===== config.mk =====
export PLATFORM = sky130hd
export DESIGN_NAME = mbtrain_sb_tx_arbiter
export DESIGN_NICKNAME = d
export VERILOG_FILES = /design/src/rtl/mbtrain_sb_tx_arbiter_pkg.sv /design/src/rtl/mbtrain_rr_pick.sv /design/src/rtl/mbtrain_sb_tx_arbiter.sv
export SDC_FILE = /design/constraint.sdc
export NUM_CORES = 1
export LEC_CHECK = 0
export BUFFER_PORTS_ARGS = -buffer_cell sky130_fd_sc_hd__buf_2
export CAP_MARGIN = 15
export CORE_MARGIN = 2
export CORE_UTILIZATION = 60
export CTS_BUF_LIST = sky130_fd_sc_hd__clkbuf_8
export DETAILED_ROUTE_END_ITERATION = 12
export PLACE_DENSITY = 0.86
export SLEW_MARGIN = 20
export SYNTH_ARGS = -nofsm -noshare
export SYNTH_HDL_FRONTEND = slang
export SYNTH_SLANG_ARGS = --single-unit

===== constraint.sdc =====
create_clock -name clk -period 10.1 [get_ports clk]
set_input_delay 1.01 -clock clk [delete_from_list [all_inputs] [get_ports clk]]
set_output_delay 1.01 -clock clk [all_outputs]
set_load 0.02 [all_outputs]

===== src/rtl/mbtrain_sb_tx_arbiter_pkg.sv =====
// Shared MBTRAIN definitions: message width, sideband message codes and
// the sideband transmit arbiter state encoding.
package mbtrain_sb_tx_arbiter_pkg;

    localparam int unsigned MBTRAIN_MSG_W = 4;

    // Message codes shared with the substate tx/rx blocks
    localparam logic [MBTRAIN_MSG_W-1:0] START_REQ                  = 4'd1;
    localparam logic [MBTRAIN_MSG_W-1:0] START_RESP                 = 4'd2;
    localparam logic [MBTRAIN_MSG_W-1:0] ERROR_REQ                  = 4'd3;
    localparam logic [MBTRAIN_MSG_W-1:0] ERROR_RESP                 = 4'd4;
    localparam logic [MBTRAIN_MSG_W-1:0] EXIT_TO_REPAIR_REQ         = 4'd5;
    localparam logic [MBTRAIN_MSG_W-1:0] EXIT_TO_REPAIR_RESP        = 4'd6;
    localparam logic [MBTRAIN_MSG_W-1:0] EXIT_TO_SPEED_DEGRADE_REQ  = 4'd7;
    localparam logic [MBTRAIN_MSG_W-1:0] EXIT_TO_SPEED_DEGRADE_RESP = 4'd8;
    localparam logic [MBTRAIN_MSG_W-1:0] DONE_REQ                   = 4'd9;
    localparam logic [MBTRAIN_MSG_W-1:0] DONE_RESP                  = 4'd10;
    localparam logic [MBTRAIN_MSG_W-1:0] EXIT_TO_PHYRETRAIN_REQ     = 4'd11;
    localparam logic [MBTRAIN_MSG_W-1:0] EXIT_TO_PHYRETRAIN_RESP    = 4'd12;

    typedef enum logic [2:0] {
        StIdle,
        StIssue,
        StWaitBusy,
        StWaitDone,
        StComplete
    } arb_state_e;

endpackage


===== src/rtl/mbtrain_rr_pick.sv =====
// Combinational round-robin picker: first set bit of i_mask at or above
// i_ptr, wrapping to 0. Returns one-hot and binary index.
module mbtrain_rr_pick #(
    parameter int unsigned NUM_REQ = 4,
    parameter int unsigned IDX_W   = $clog2(NUM_REQ)
) (
    input  logic [NUM_REQ-1:0] i_mask,
    input  logic [IDX_W-1:0]   i_ptr,
    output logic               o_valid,
    output logic [NUM_REQ-1:0] o_onehot,
    output logic [IDX_W-1:0]   o_idx
);

    logic             found;
    logic [IDX_W-1:0] j;

    // Scan upward from the pointer; the first hit wins
    always_comb begin
        found    = 1'b0;
        j        = '0;
        o_onehot = '0;
        o_idx    = '0;
        for (int k = 0; k < int'(NUM_REQ); k++) begin
            j = IDX_W'((int'(i_ptr) + k) % int'(NUM_REQ));
            if (!found && i_mask[j]) begin
                found       = 1'b1;
                o_onehot[j] = 1'b1;
                o_idx       = j;
            end
        end
        o_valid = found;
    end

endmodule


===== src/rtl/mbtrain_sb_tx_arbiter.sv =====
// MBTRAIN sideband transmit arbiter: grants one substate transmitter at a
// time, issues its message to the encoder, tracks the busy handshake and
// returns a per-requester done pulse. Responses beat requests.
module mbtrain_sb_tx_arbiter
    import mbtrain_sb_tx_arbiter_pkg::*;
#(
    parameter int unsigned NUM_REQ     = 4,
    parameter int unsigned MSG_W       = MBTRAIN_MSG_W,
    parameter int unsigned ACK_TIMEOUT = 64,
    localparam int unsigned IDX_W      = $clog2(NUM_REQ)
) (
    input  logic                     clk,
    input  logic                     rst_n,
    input  logic                     i_flush,
    input  logic [NUM_REQ-1:0]       i_req_valid,
    input  logic [NUM_REQ*MSG_W-1:0] i_req_msg,
    input  logic [NUM_REQ-1:0]       i_req_is_resp,
    input  logic                     i_sb_busy,
    output logic                     o_sb_valid,
    output logic [MSG_W-1:0]         o_sb_msg,
    output logic [IDX_W-1:0]         o_sb_src,
    output logic [NUM_REQ-1:0]       o_grant,
    output logic [NUM_REQ-1:0]       o_done,
    output logic                     o_timeout_err
);

    localparam int unsigned CNT_W = $clog2(ACK_TIMEOUT);

    arb_state_e         state_q;
    logic [IDX_W-1:0]   rr_ptr_q, src_q;
    logic [MSG_W-1:0]   msg_q;
    logic [NUM_REQ-1:0] grant_q, done_q, served_q;
    logic [MSG_W-1:0]   last_msg_q [NUM_REQ];
    logic               sb_valid_q, timeout_q;
    logic [CNT_W-1:0]   cnt_q;

    logic [NUM_REQ-1:0] eligible, resp_elig, keep;
    logic               resp_vld, all_vld, pick_vld;
    logic [NUM_REQ-1:0] resp_oh, all_oh, pick_oh;
    logic [IDX_W-1:0]   resp_idx, all_idx, pick_idx, rr_next;
    logic [MSG_W-1:0]   sel_msg;

    // keep[i]: request still holds the code last granted, so served may stay set
    always_comb begin
        for (int i = 0; i < int'(NUM_REQ); i++) begin
            keep[i] = i_req_valid[i] & (i_req_msg[i*MSG_W +: MSG_W] == last_msg_q[i]);
        end
        eligible  = i_req_valid & ~served_q;
        resp_elig = eligible & i_req_is_resp;
    end

    mbtrain_rr_pick #(.NUM_REQ(NUM_REQ), .IDX_W(IDX_W)) u_pick_resp (
        .i_mask   (resp_elig),
        .i_ptr    (rr_ptr_q),
        .o_valid  (resp_vld),
        .o_onehot (resp_oh),
        .o_idx    (resp_idx)
    );

    mbtrain_rr_pick #(.NUM_REQ(NUM_REQ), .IDX_W(IDX_W)) u_pick_all (
        .i_mask   (eligible),
        .i_ptr    (rr_ptr_q),
        .o_valid  (all_vld),
        .o_onehot (all_oh),
        .o_idx    (all_idx)
    );

    // Response class wins whenever it has an eligible member
    always_comb begin
        pick_vld = resp_vld | all_vld;
        pick_oh  = resp_vld ? resp_oh  : all_oh;
        pick_idx = resp_vld ? resp_idx : all_idx;
        rr_next  = (pick_idx == IDX_W'(NUM_REQ - 1)) ? '0 : pick_idx + IDX_W'(1);
        sel_msg  = '0;
        for (int i = 0; i < int'(NUM_REQ); i++) begin
            if (pick_idx == IDX_W'(i)) sel_msg = i_req_msg[i*MSG_W +: MSG_W];
        end
    end

    // Arbiter FSM with registered outputs and served bookkeeping
    always_ff @(posedge clk or negedge rst_n) begin
        if (!rst_n) begin
            state_q    <= StIdle;
            rr_ptr_q   <= '0;
            src_q      <= '0;
            msg_q      <= '0;
            grant_q    <= '0;
            done_q     <= '0;
            served_q   <= '0;
            sb_valid_q <= 1'b0;
            timeout_q  <= 1'b0;
            cnt_q      <= '0;
            for (int i = 0; i < int'(NUM_REQ); i++) last_msg_q[i] <= '0;
        end else begin
            sb_valid_q <= 1'b0;
            done_q     <= '0;
            timeout_q  <= 1'b0;
            for (int i = 0; i < int'(NUM_REQ); i++) begin
                if (!keep[i]) served_q[i] <= 1'b0;
            end
            if (i_flush) begin
                state_q  <= StIdle;
                src_q    <= '0;
                msg_q    <= '0;
                grant_q  <= '0;
                cnt_q    <= '0;
                served_q <= '0;
            end else begin
                case (state_q)
                    StIdle: begin
                        if (pick_vld) begin
                            state_q    <= StIssue;
                            src_q      <= pick_idx;
                            msg_q      <= sel_msg;
                            grant_q    <= pick_oh;
                            rr_ptr_q   <= rr_next;
                            sb_valid_q <= 1'b1;
                            for (int i = 0; i < int'(NUM_REQ); i++) begin
                                if (pick_oh[i]) last_msg_q[i] <= sel_msg;
                            end
                        end
                    end
                    StIssue: begin
                        state_q <= StWaitBusy;
                        cnt_q   <= '0;
                    end
                    StWaitBusy: begin
                        if (i_sb_busy) begin
                            state_q <= StWaitDone;
                        end else if (cnt_q == CNT_W'(ACK_TIMEOUT - 1)) begin
                            // Abandon; served stays clear so the request is retried
                            state_q   <= StIdle;
                            timeout_q <= 1'b1;
                            grant_q   <= '0;
                            msg_q     <= '0;
                            src_q     <= '0;
                        end else begin
                            cnt_q <= cnt_q + CNT_W'(1);
                        end
                    end
                    StWaitDone: begin
                        if (!i_sb_busy) state_q <= StComplete;
                    end
                    StComplete: begin
                        state_q <= StIdle;
                        done_q  <= grant_q;
                        grant_q <= '0;
                        msg_q   <= '0;
                        src_q   <= '0;
                        // A requester that already moved on must not be marked served
                        if (keep[src_q]) served_q[src_q] <= 1'b1;
                    end
                    default: state_q <= StIdle;
                endcase
            end
        end
    end

    assign o_sb_valid    = sb_valid_q;
    assign o_sb_msg      = msg_q;
    assign o_sb_src      = src_q;
    assign o_grant       = grant_q;
    assign o_done        = done_q;
    assign o_timeout_err = timeout_q;

endmodule


==> summary.txt, run 1 <==
Hold path
  – Hold WC Path Type: register to register
  – WHS Path Cells: 1
  – Hold path start: o_sb_msg[0]
  – Hold Path End: o_sb_msg[0]

Route
  – 1st-pass router iterations: 6
  – Post-route DRC: 0
  – Detailed Route WL: 8.798 mm
  – Vias/cell: 6.800
  – Initial DRC Count: 427
  – Detailed-route via count: 3128
  – Post-route ant nets: 0
  – Routed len/inst: 19.13 um

Logic synthesis
  – Synthesized instance count: 350
  – Top cells by area, synth: dfrtp_1 (35%), mux4_2 (5.3%), ha_1 (4.8%), xnor2_1 (4.1%), mux2_1 (4.0%)
  – Yosys reg bits: 47
  – Syn Nets: 391
  – Post-synth top area share: 34.67%
  – Synthesized area per cell: 9.691 um2
  – Sequential share of the synthesized area: 34.67%
  – Synth async-reset ratio: 100.0%
  – Netlist cell types: 64
  – Mapped Area: 3392 um2
  – Predominant post-synthesis flop cell: dfrtp_1
  – EDFF count, synth: 0
  – Synth warn: 0
  – Post-synth top area cell: dfrtp_1
  – Count leader, synth: dfrtp_1
  – Synth top cells by count: dfrtp_1 (47), nand2_1 (29), a21oi_1 (24)

STA
  – Setup tns final: 0 ps
  – Pins Over Slew Limit: 0
  – # setup viols final: 0
  – Unrepaired setup endpoints after global routing: false
  – Final Skew: 13.51 ps
  – Max Fclk: 182.7 MHz
  – Slew HR: 40.83%
  – Part of the cycle the worst path needs: 54.19%
  – Pin slew with the least headroom to its limit: 887.6 ps
  – Final Hold Viols: 0
  – Period minus WS final: 5473 ps

Floorplan
  – Starting Density: 61.98%
  – DIE AREA: 6271 um2
  – Row cnt: 27
  – Die Width: 79.19 um
  – Ports: 44
  – Core ar.: 5473 um2
  – Die H: 79.19 um

Clock tree
  – Worst-Skew Late Latency: 310 ps
  – Root buf cell: clkbuf_8
  – Htree depth: 2
  – PostCTS Resize Cnt: 0
  – Setup bufs post-CTS: 0
  – CTS Hold Bufs: 0
  – Num CTS Buffers: 5
  – Total clock sinks: 47
  – CTS clock-pin slew for the worst setup and hold paths: 100 ps
  – CTS tree: built
  – CTS max path bufs: 2

Critical path
  – Setup CP Type: register to register
  – Reg-to-reg setup timing slack: 4630 ps
  – Arr. time, crit path: 5720 ps
  – Worst Reg2Reg Path Length in Cells: 11
  – Worst EP required: 10340 ps
  – Crit. End Element: register
  – RR Startpoint: rr_ptr_q[0]
  – CP startpoint kind: register
  – Critical R2R Capture: o_sb_msg[1]
  – Max FO, Critical Path: 27

Global routing
  – Vias in the first global route: 2960
  – GR Overflow Total: 0
  – Largest net degree at the start of global routing: 48
  – Total GRT Usage: 29.17%
  – Global-route wire length before repair: 14.40 mm
  – Initial antenna violation count: 0

Layout
  – P&R area growth vs syn: 10.73%
  – # fillers: 431
  – Final core occ: 68.63%
  – Final net count: 428
  – Share of layout cells above drive strength 1: 18.30%
  – Post-route cell area: 3756 um2
  – Diode count: 0
  – Non-Filler Instances: 460

Power
  – Overall power: 0.001139 W
  – Leakage: 1.659 nW
  – Pwr per Cell Area: 303.3 nW/um2
  – Worst vdd ir: 201.8 uV

Flow run
  – Maxcap violations: 0

Placed design
  – Port Buf Inserts: 43
  – Post-Place Cells: 452
  – DP Area: 3631 um2
  – Hpwl dp: 6.519 mm
  – Gpl congestion: 0.9663

Run status
  – Status: finished clean
[flip-flops by register name, indices dropped and copies added (netlist names)]
| name | count |
|---|---|
| rr_ptr_q | 2 |
| last_msg_q | 16 |
| served_q | 4 |
| o_timeout_err | 1 |
| o_sb_msg | 4 |
| o_sb_src | 2 |
| state_q | 3 |
| cnt_q | 6 |
| o_sb_valid | 1 |
| o_done | 4 |
| o_grant | 4 |
[critical path: stages, from the launching register on]
cell	delay (ps)
dfrtp_1	940
inv_1	520
ha_1	860
o221ai_1	450
a222oi_1	840
a31oi_1	350
ha_1	390
nand3b_1	190
a21oi_1	170
a21oi_1	70
o21ai_0	410
a22o_1	210
[metrics by stage]
step,setup WS (ps),hold slack [ps]
CTS,4744,511.4
floorplan,6350,476.5
finish,4627,511.2
global route,4189,538.8
global placement,5135,476.0
detailed placement,4733,481.5
[layout make-up]
class / instances / area, um2 / share of cell area (%)
multi-input combinational: 278 / 2111 / 56.20
sequential: 47 / 1176 / 31.31
timing repair buffer: 43 / 217.7 / 5.796
tap: 72 / 90.09 / 2.398
clock buffer: 5 / 68.82 / 1.832
clock inverter: 3 / 47.55 / 1.266
inverter: 12 / 45.04 / 1.199
[worst max-delay path by stage]
stage                     endpoint  cells past startpoint        start
floorplan           last_msg_q[15]                     17  rr_ptr_q[0]
global placement     last_msg_q[6]                     11  rr_ptr_q[0]
detailed placement     o_sb_msg[1]                     11  rr_ptr_q[0]
CTS                    o_sb_msg[1]                     11  rr_ptr_q[0]
global route        last_msg_q[13]                     11  rr_ptr_q[0]
finish                 o_sb_msg[1]                     11  rr_ptr_q[0]
[where the power goes]
| group | switching (W) | leakage (nW) | internal (W) |
|---|---|---|---|
| registers | 0.0000681 | 0.628 | 0.000237 |
| logic | 0.000417 | 0.972 | 0.000273 |
| clock network | 0.0000687 | 0.0587 | 0.0000751 |
[cells by family after synthesis]
| kind of cell | after synthesis | synth area share [%] |
|---|---|---|
| compound gates | 113 | 24.53 |
| simple gates | 112 | 18.11 |
| flops | 47 | 34.67 |
| buf+inv | 25 | 3.283 |
| mux | 23 | 10.22 |
| xor+xnor | 17 | 4.389 |
| fa+ha+maj | 13 | 4.795 |
[cells in the final DEF (no fill, tap or decap), types with 3 or more instances in the layout]
master,instances
dfrtp_1,47
buf_2,42
nand2_1,29
a21oi_1,24
xnor2_1,16
nand3_1,15
o21ai_0,15
nor2_1,14
ha_1,13
mux2_1,12
inv_1,11
nor3_1,10
o211ai_1,9
nand3b_1,8
mux4_2,8
a22o_1,8
nand2b_1,7
nor2b_1,5
and2_1,5
a2111oi_0,5
o2111ai_1,5
clkbuf_8,5
o311ai_1,4
o211ai_2,4
o2bb2ai_1,4
nand4b_1,3
a31oi_1,3
o22ai_1,3
a22oi_1,3
a21bo_1,3
[per-layer routing]
layer	up-vias	routed length, um	share of wire, %	GRT usage [%]
met5	-	0	0	0
met4	0	116	1.3	6.379
met3	19	647	7.4	5.455
met2	150	4305	49	48.90
met1	1537	3729	42	39.54
li1	1422	-	-	-
Note: power is estimated with default switching activity, not from simulation.
==> inputs of run 2 (changes only) <==
--- a/config.mk
+++ b/config.mk
@@ -5,6 +5,7 @@
 export SDC_FILE = /design/constraint.sdc
 export NUM_CORES = 1
 export LEC_CHECK = 0
+export ABC_AREA = 1
 export BUFFER_PORTS_ARGS = -buffer_cell sky130_fd_sc_hd__buf_2
 export CAP_MARGIN = 15
 export CORE_MARGIN = 2
==> constraint.sdc (replaced) <==
create_clock -name clk -period 5.3 [get_ports clk]
set_input_delay 0.53 -clock clk [delete_from_list [all_inputs] [get_ports clk]]
set_output_delay 0.53 -clock clk [all_outputs]
set_load 0.02 [all_outputs]
==> summary.txt, run 2 <==
Run status
  – Status: finished clean

Critical path
  – Crit-path slowest cell: dfrtp_1
  – Most Frequent Cell on Critical Path: inv_1
  – Crit. End Element: register
  – Top Family by Delay on Critical Path: compound AO/OA/AOI/OAI gates
  – Setup CP Type: register to register
  – CP startpoint kind: register
  – Largest stage delay on the critical path: 810 ps (-130 ps)
  – Max FO, Critical Path: 22 (-19%)
  – Buf/Inv on CP: 4 (+3)
  – Worst EP required: 5540 ps (-4800 ps)
  – Cell Chain, Critical Path: inv_4, ha_1, inv_1, nand2_2, nand2_4, nor2_4, o21ai_0, a21oi_1, nand2_1, inv_1, ha_1, inv_1, o21ai_0, o22ai_1, a21oi_1, nand4_1, nand2_1
  – Arr. time, crit path: 4050 ps (-1670 ps)

STA
  – Setup tns final: 0 ps (unchanged)
  – Period minus WS final: 3805 ps (-1669 ps)
  – Slew HR: 52.68% (+12 points)
  – Part of the cycle the worst path needs: 71.79% (+18 points)
  – Unrepaired setup endpoints after global routing: false
  – Final Hold Viols: 0 (unchanged)
  – Final Skew: 7.618 ps (-5.894 ps)
  – Pins Over Slew Limit: 0 (unchanged)
  – Max Fclk: 262.8 MHz (+44%)
  – # setup viols final: 0 (unchanged)
  – Setup ws final: 1495 ps (-3131 ps)
  – Pin slew with the least headroom to its limit: 709.8 ps (-177.8 ps)

Clock tree
  – Root buf cell: clkbuf_8
  – CTS clock-pin slew for the worst setup and hold paths: 80 ps (-20 ps)
  – Total clock sinks: 47 (unchanged)
  – Setup bufs post-CTS: 0 (unchanged)
  – Htree depth: 2 (unchanged)
  – CTS max path bufs: 2 (unchanged)
  – Worst-Skew Late Latency: 300 ps (about the same)
  – Num CTS Buffers: 5 (unchanged)
  – PostCTS Resize Cnt: 0 (unchanged)
  – CTS tree: built
  – CTS Hold Bufs: 0 (unchanged)

Placed design
  – Port Buf Inserts: 43 (unchanged)
  – Gpl congestion: 0.9319 (-3.6%)
  – Setup Slack @ Placement: 1656 ps (-3076 ps)
  – Hpwl dp: 6.959 mm (+6.7%)
  – DP Area: 3869 um2 (+6.5%)

Logic synthesis
  – Synth warn: 0 (unchanged)
  – Count leader, synth: nand2_1
  – Top cells by area, synth: dfrtp_1 (32%), nand2_1 (13%), nand3_1 (7.4%), inv_1 (6.5%), nor2_1 (4.5%)
  – Yosys reg bits: 47 (unchanged)
  – Synthesized instance count: 500 (+43%)
  – Sequential share of the synthesized area: 32.24% (-2.4 points)
  – Synth async-reset ratio: 100.0% (unchanged)
  – Synthesized area per cell: 7.297 um2 (-25%)
  – Netlist cell types: 42 (-34%)
  – Post-synth top area cell: dfrtp_1
  – Predominant post-synthesis flop cell: dfrtp_1
  – Post-synth top area share: 32.24% (-2.4 points)
  – EDFF count, synth: 0 (unchanged)
  – Synth top cells by count: nand2_1 (130), inv_1 (63), nand3_1 (54)
  – Mapped Area: 3648 um2 (+7.6%)
  – Syn Nets: 541 (+38%)

Route
  – Post-route DRC: 0 (unchanged)
  – Detailed Route WL: 9.182 mm (+4.4%)
  – Detailed-route via count: 3534 (+13%)
  – Initial DRC Count: 199 (-53%)
  – Routed len/inst: 14.93 um (-22%)
  – 1st-pass router iterations: 5 (-1)
  – Post-route ant nets: 0 (unchanged)
  – Vias/cell: 5.746 (-15%)

Layout
  – Commonest non-fill, non-tap cell in the layout: nand2_1
  – Final net count: 582 (+36%)
  – Post-route cell area: 3944 um2 (+5.0%)
  – Share of layout cells above drive strength 1: 18.70% (+0.40 points)
  – # fillers: 523 (+21%)
  – Reg with most FFs: last_msg_q
  – Max reg flops: 16 (unchanged)
  – Diode count: 0 (unchanged)
  – Final core occ: 67.01% (-1.6 points)
  – Largest registers: last_msg_q: 16 flops, cnt_q: 6 flops
  – Leading cell types in the layout, fill and taps excluded: nand2_1 (130), inv_1 (64), nand3_1 (54)
  – P&R area growth vs syn: 8.093%

Power
  – Pwr per Cell Area: 682.8 nW/um2 (+130%)
  – Overall power: 0.002693 W (+140%)
  – Leakage: 2.076 nW (+25%)
  – Worst vdd ir: 361.8 uV (+79%)

Global routing
  – Initial antenna violation count: 0 (unchanged)
  – Total GRT Usage: 28.27% (-0.90 points)
  – GR Overflow Total: 0 (unchanged)
  – Vias in the first global route: 3164 (+6.9%)
  – Largest net degree at the start of global routing: 48 (unchanged)
  – Global-route wire length before repair: 14.52 mm (+0.81%)

Floorplan
  – Ports: 44 (unchanged)
  – Row cnt: 28 (+3.7%)
  – Starting Density: 61.99% (about the same)
  – Core ar.: 5886 um2 (+7.5%)
  – DIE AREA: 6721 um2 (+7.2%)
  – Die Width: 81.98 um (+3.5%)
  – Die H: 81.98 um (+3.5%)

Hold path
  – Hold WC Path Type: primary input to asynchronous set/reset pin

Flow run
  – Maxcap violations: 0 (unchanged)
run 2: changes by cell type after synthesis, moves of 12 or more:
cell / before / now
nand2_1: 29 / 130
inv_1: 11 / 63
nand3_1: 15 / 54
nor2_1: 14 / 44
nand4_1: 1 / 24
nand3_2: 0 / 16
a21oi_1: 24 / 11
mux2_1: 12 / 0
xnor2_1: 16 / 4
run 2: through the flow:
step,hold slack (ps),std cells
after detailed placement,459.8,609
after global routing,287.8,615
after floorplan,234.4,500
after CTS,432.5,615
final,225.4,615
after global placement,457.0,609
run 2: logic make-up (layout without fill, tap and decap cells):
logic type | after synthesis | in the layout | synth area share [%]
adders and majority gates | 13 | 13 | 4.458
AOI/OAI and AO/OA | 51 | 51 | 8.985
buffers and inverters | 78 | 118 | 9.808
and+or+nand+nor | 302 | 302 | 42.28
xor gates and xnor gates | 8 | 8 | 1.920
DFF | 47 | 47 | 32.24
muxes | 1 | 1 | 0.3086
run 2: path summary, 6_finish.rpt:
path                                     from             end  slack, ps  cells after the start
worst max-delay path              rr_ptr_q[0]  last_msg_q[11]       1500                     17
worst min-delay path                    rst_n        cnt_q[0]        230                      1
worst max register to register    rr_ptr_q[0]  last_msg_q[11]       1500                     17
worst min register to register  last_msg_q[9]   last_msg_q[9]        480                      2
max in group asynchronous               rst_n   last_msg_q[6]       4660                      1
min in group clk                    i_sb_busy   o_timeout_err        440                      2
run 2: cell type report:
type / count / area (um2) / area share, %
tap: 75 / 93.84 / 2.379
sequential: 47 / 1176 / 29.82
clock inverter: 1 / 3.754 / 0.09518
multi-input combinational: 375 / 2115 / 53.62
inverter: 69 / 269.0 / 6.821
clock buffer: 5 / 68.82 / 1.745
timing repair buffer: 43 / 217.7 / 5.520
run 2: layer usage:
layer / up-vias / wire length (um) / share of wire (%) / global-route usage (%)
li1: 1726 / - / - / -
met1: 1617 / 3799 / 41 / 35.77
met2: 161 / 4422 / 48 / 48.13
met3: 30 / 647 / 7.0 / 4.396
met4: 0 / 312 / 3.4 / 11.50
met5: - / 0 / 0 / 0
run 2: power by group:
| part | internal, W | total (W) | switching [W] |
|---|---|---|---|
| Combinational | 0.000590 | 0.00194 | 0.00135 |
| Clock | 0.0000863 | 0.000200 | 0.000114 |
| Sequential | 0.000453 | 0.000551 | 0.0000983 |
==> inputs of run 3 (changes only) <==
--- a/config.mk
+++ b/config.mk
@@ -5,14 +5,14 @@
 export SDC_FILE = /design/constraint.sdc
 export NUM_CORES = 1
 export LEC_CHECK = 0
-export ABC_AREA = 1
+export ABC_AREA = 0
 export BUFFER_PORTS_ARGS = -buffer_cell sky130_fd_sc_hd__buf_2
 export CAP_MARGIN = 15
 export CORE_MARGIN = 2
-export CORE_UTILIZATION = 60
+export CORE_UTILIZATION = 54
 export CTS_BUF_LIST = sky130_fd_sc_hd__clkbuf_8
 export DETAILED_ROUTE_END_ITERATION = 12
-export PLACE_DENSITY = 0.86
+export PLACE_DENSITY = 0.82
 export SLEW_MARGIN = 20
 export SYNTH_ARGS = -nofsm -noshare
 export SYNTH_HDL_FRONTEND = slang
==> constraint.sdc (replaced) <==
create_clock -name clk -period 3.4 [get_ports clk]
set_input_delay 0.34 -clock clk [delete_from_list [all_inputs] [get_ports clk]]
set_output_delay 0.34 -clock clk [all_outputs]
set_load 0.02 [all_outputs]
==> summary.txt, run 3 (synthesized netlist as in run 1, its figures left out) <==
Critical path
  – Crit. End Element: register
  – Arr. time, crit path: 3530 ps (-520 ps)
  – Max FO, Critical Path: 14 (-36%)
  – Most Frequent Cell on Critical Path: buf_4
  – Largest stage delay on the critical path: 430 ps (-380 ps)
  – Worst EP required: 3580 ps (-1960 ps)
  – Buf/Inv on CP: 5 (+1)
  – Top Family by Delay on Critical Path: compound AO/OA/AOI/OAI gates
  – CP startpoint kind: register
  – Cell Chain, Critical Path: inv_2, ha_4, buf_4, o211ai_1, a222oi_1, buf_4, buf_4, a31oi_4, inv_1, ha_1, nand3b_1, a21oi_1, a21oi_1, o21ai_1, mux2_1
  – Crit-path slowest cell: o211ai_1
  – Start point of the critical path: rr_ptr_q[0]
  – Setup CP Type: register to register
  – RR Startpoint: rr_ptr_q[0]

Layout
  – Largest registers: last_msg_q: 16 flops, cnt_q: 6 flops
  – Max reg flops: 16 (unchanged)
  – Final net count: 445 (-24%)
  – Reg with most FFs: last_msg_q
  – Commonest non-fill, non-tap cell in the layout: dfrtp_1
  – Leading cell types in the layout, fill and taps excluded: dfrtp_1 (46), buf_2 (42), nand2_1 (29)
  – Non-Filler Instances: 480 (-22%)
  – Share of layout cells above drive strength 1: 26.17% (+7.5 points)
  – P&R area growth vs syn: 17.63%
  – Diode count: 0 (unchanged)

Global routing
  – GR Overflow Total: 0 (unchanged)
  – Largest net degree at the start of global routing: 48 (unchanged)
  – Initial antenna violation count: 0 (unchanged)
  – Total GRT Usage: 25.28% (-3.0 points)
  – Vias in the first global route: 2965 (-6.3%)
  – Global-route wire length before repair: 14.49 mm (-0.19%)

Placed design
  – Gpl congestion: 0.9785 (+5.0%)
  – Port Buf Inserts: 43 (unchanged)
  – Post-Place Cells: 462 (-24%)
  – Hpwl dp: 6.426 mm (-7.7%)

Clock tree
  – CTS Hold Bufs: 0 (unchanged)
  – Total clock sinks: 47 (unchanged)
  – Num CTS Buffers: 5 (unchanged)
  – Htree depth: 2 (unchanged)
  – CTS max path bufs: 2 (unchanged)
  – CTS clock-pin slew for the worst setup and hold paths: 80 ps (about the same)
  – CTS tree: built
  – Worst-Skew Late Latency: 300 ps (about the same)
  – Root buf cell: clkbuf_8

Power
  – Worst vdd ir: 572.9 uV (+58%)
  – Clock network fraction of total power: 11.0% (+3.6 points)
  – Combinational Power Share: 67.3% (-4.8 points)
  – Pwr per Cell Area: 952.6 nW/um2 (+39%)
  – Leakage: 1.755 nW (-15%)
  – Sequential power share: 21.7% (+1.2 points)
  – Sw Share: 47.10% (-11 points)
  – Internal power: 0.002011 W (+78%)
  – Overall power: 0.003801 W (+41%)
  – Psw: 0.001790 W (+14%)

Route
  – Post-route ant nets: 0 (unchanged)
  – Post-route DRC: 0 (unchanged)
  – Detailed-route via count: 3238 (-8.4%)
  – 1st-pass router iterations: 6 (+1)
  – Routed len/inst: 19.28 um (+29%)
  – Initial DRC Count: 417 (+110%)
  – Vias/cell: 6.746 (+17%)
  – Detailed Route WL: 9.253 mm (+0.77%)

STA
  – Final Skew: 4.282 ps (-3.335 ps)
  – Pin slew with the least headroom to its limit: 654.3 ps (-55.47 ps)
  – # setup viols final: 0 (unchanged)
  – Setup tns final: 0 ps (unchanged)
  – Period minus WS final: 3348 ps (-457.1 ps)
  – Pins Over Slew Limit: 0 (unchanged)
  – Max Fclk: 298.7 MHz (+14%)
  – Slew HR: 56.09% (+3.4 points)
  – Part of the cycle the worst path needs: 98.46% (+27 points)
  – Final Hold Viols: 0 (unchanged)

Floorplan
  – Ports: 44 (unchanged)
  – Die Width: 83.26 um (+1.6%)
  – Die H: 83.26 um (+1.6%)
  – Core ar.: 5991 um2 (+1.8%)
  – Row cnt: 28 (unchanged)
  – Starting Density: 56.62% (-5.4 points)
  – DIE AREA: 6931 um2 (+3.1%)

Hold path
  – Hold WC Path Type: primary input to asynchronous set/reset pin

Run status
  – Status: finished clean

Flow run
  – Maxcap violations: 0 (unchanged)
run 3: cell count changes in the layout (fill, tap and decap cells not counted), sizes merged, moves of 9 or more:
cell and delta:
nand4 -23, nand3 -58, a21oi +13, xnor2 +12, buf +17, nand2 -115, o211ai +12, nor2 -34
inv -58, mux2 +12, o21ai -9
run 3: final cells by class:
| class | instances | area, um2 |
|---|---|---|
| Multi-Input combinational cell | 278 | 2211 |
| Clock inverter | 2 | 35.03 |
| Sequential cell | 47 | 1177 |
| Clock buffer | 6 | 82.58 |
| Inverter | 12 | 45.04 |
| Fill cell | 471 | 2001 |
| Timing Repair Buffer | 60 | 345.3 |
| Tap cell | 75 | 93.84 |
run 3: power groups by stage:
| stage | clock, W | sequential [W] | combinational (W) |
|---|---|---|---|
| after global routing | 0.000444 | 0.000844 | 0.00276 |
| after detailed placement | 0 | 0.000833 | 0.00224 |
| after CTS | 0.000419 | 0.000822 | 0.00228 |
| after global placement | 0 | 0.000828 | 0.00220 |
| after floorplan | 0 | 0.000873 | 0.00167 |
| final | 0.000418 | 0.000826 | 0.00256 |
run 3: worst register-to-register path, stage by stage (launching register included):
cell	delay [ps]
dfrtp_2	410
inv_2	80
ha_4	260
buf_4	170
o211ai_1	430
a222oi_1	170
buf_4	180
buf_4	160
a31oi_4	250
inv_1	100
ha_1	260
nand3b_1	100
a21oi_1	60
a21oi_1	130
o21ai_1	140
mux2_1	340
run 3: worst paths after layout:
path | to | depth (start not counted) | slack, ps
worst max-delay path | last_msg_q[4] | 15 | 50
worst min-delay path | cnt_q[2] | 1 | 30
worst max register to register | last_msg_q[4] | 15 | 50
worst min register to register | o_grant[3] | 1 | 500
max in group asynchronous | rr_ptr_q[0] | 1 | 2930
min in group clk | served_q[0] | 3 | 330
run 3: per-layer routing:
metal  GRT usage, %  routed length [um]
met5              0                   0
met4          8.495                 299
met3          5.368                 828
met2          39.15                4272
met1          35.28                3851
run 3: what timing repair did:
item | in CTS | in global routing
gates resized for setup | 2 | 12
setup endpoints to repair | 12 | 20
pin swaps | 0 | 4
setup buffers | 0 | 10
run 3: metrics by stage:
step / hold WS (ps) / setup WS [ps] / utilization [%] / cell area [um2]
after global routing: 90.19 / -79.99 / 66.60 / 3990
after global placement: 477.0 / 97.44 / 62.18 / 3725
after detailed placement: 481.8 / 21.94 / 62.18 / 3725
after CTS: 249.4 / 69.60 / 64.24 / 3849
after floorplan: 44.41 / -11.39 / - / 3450
final: 28.26 / 52.37 / 66.60 / 3990
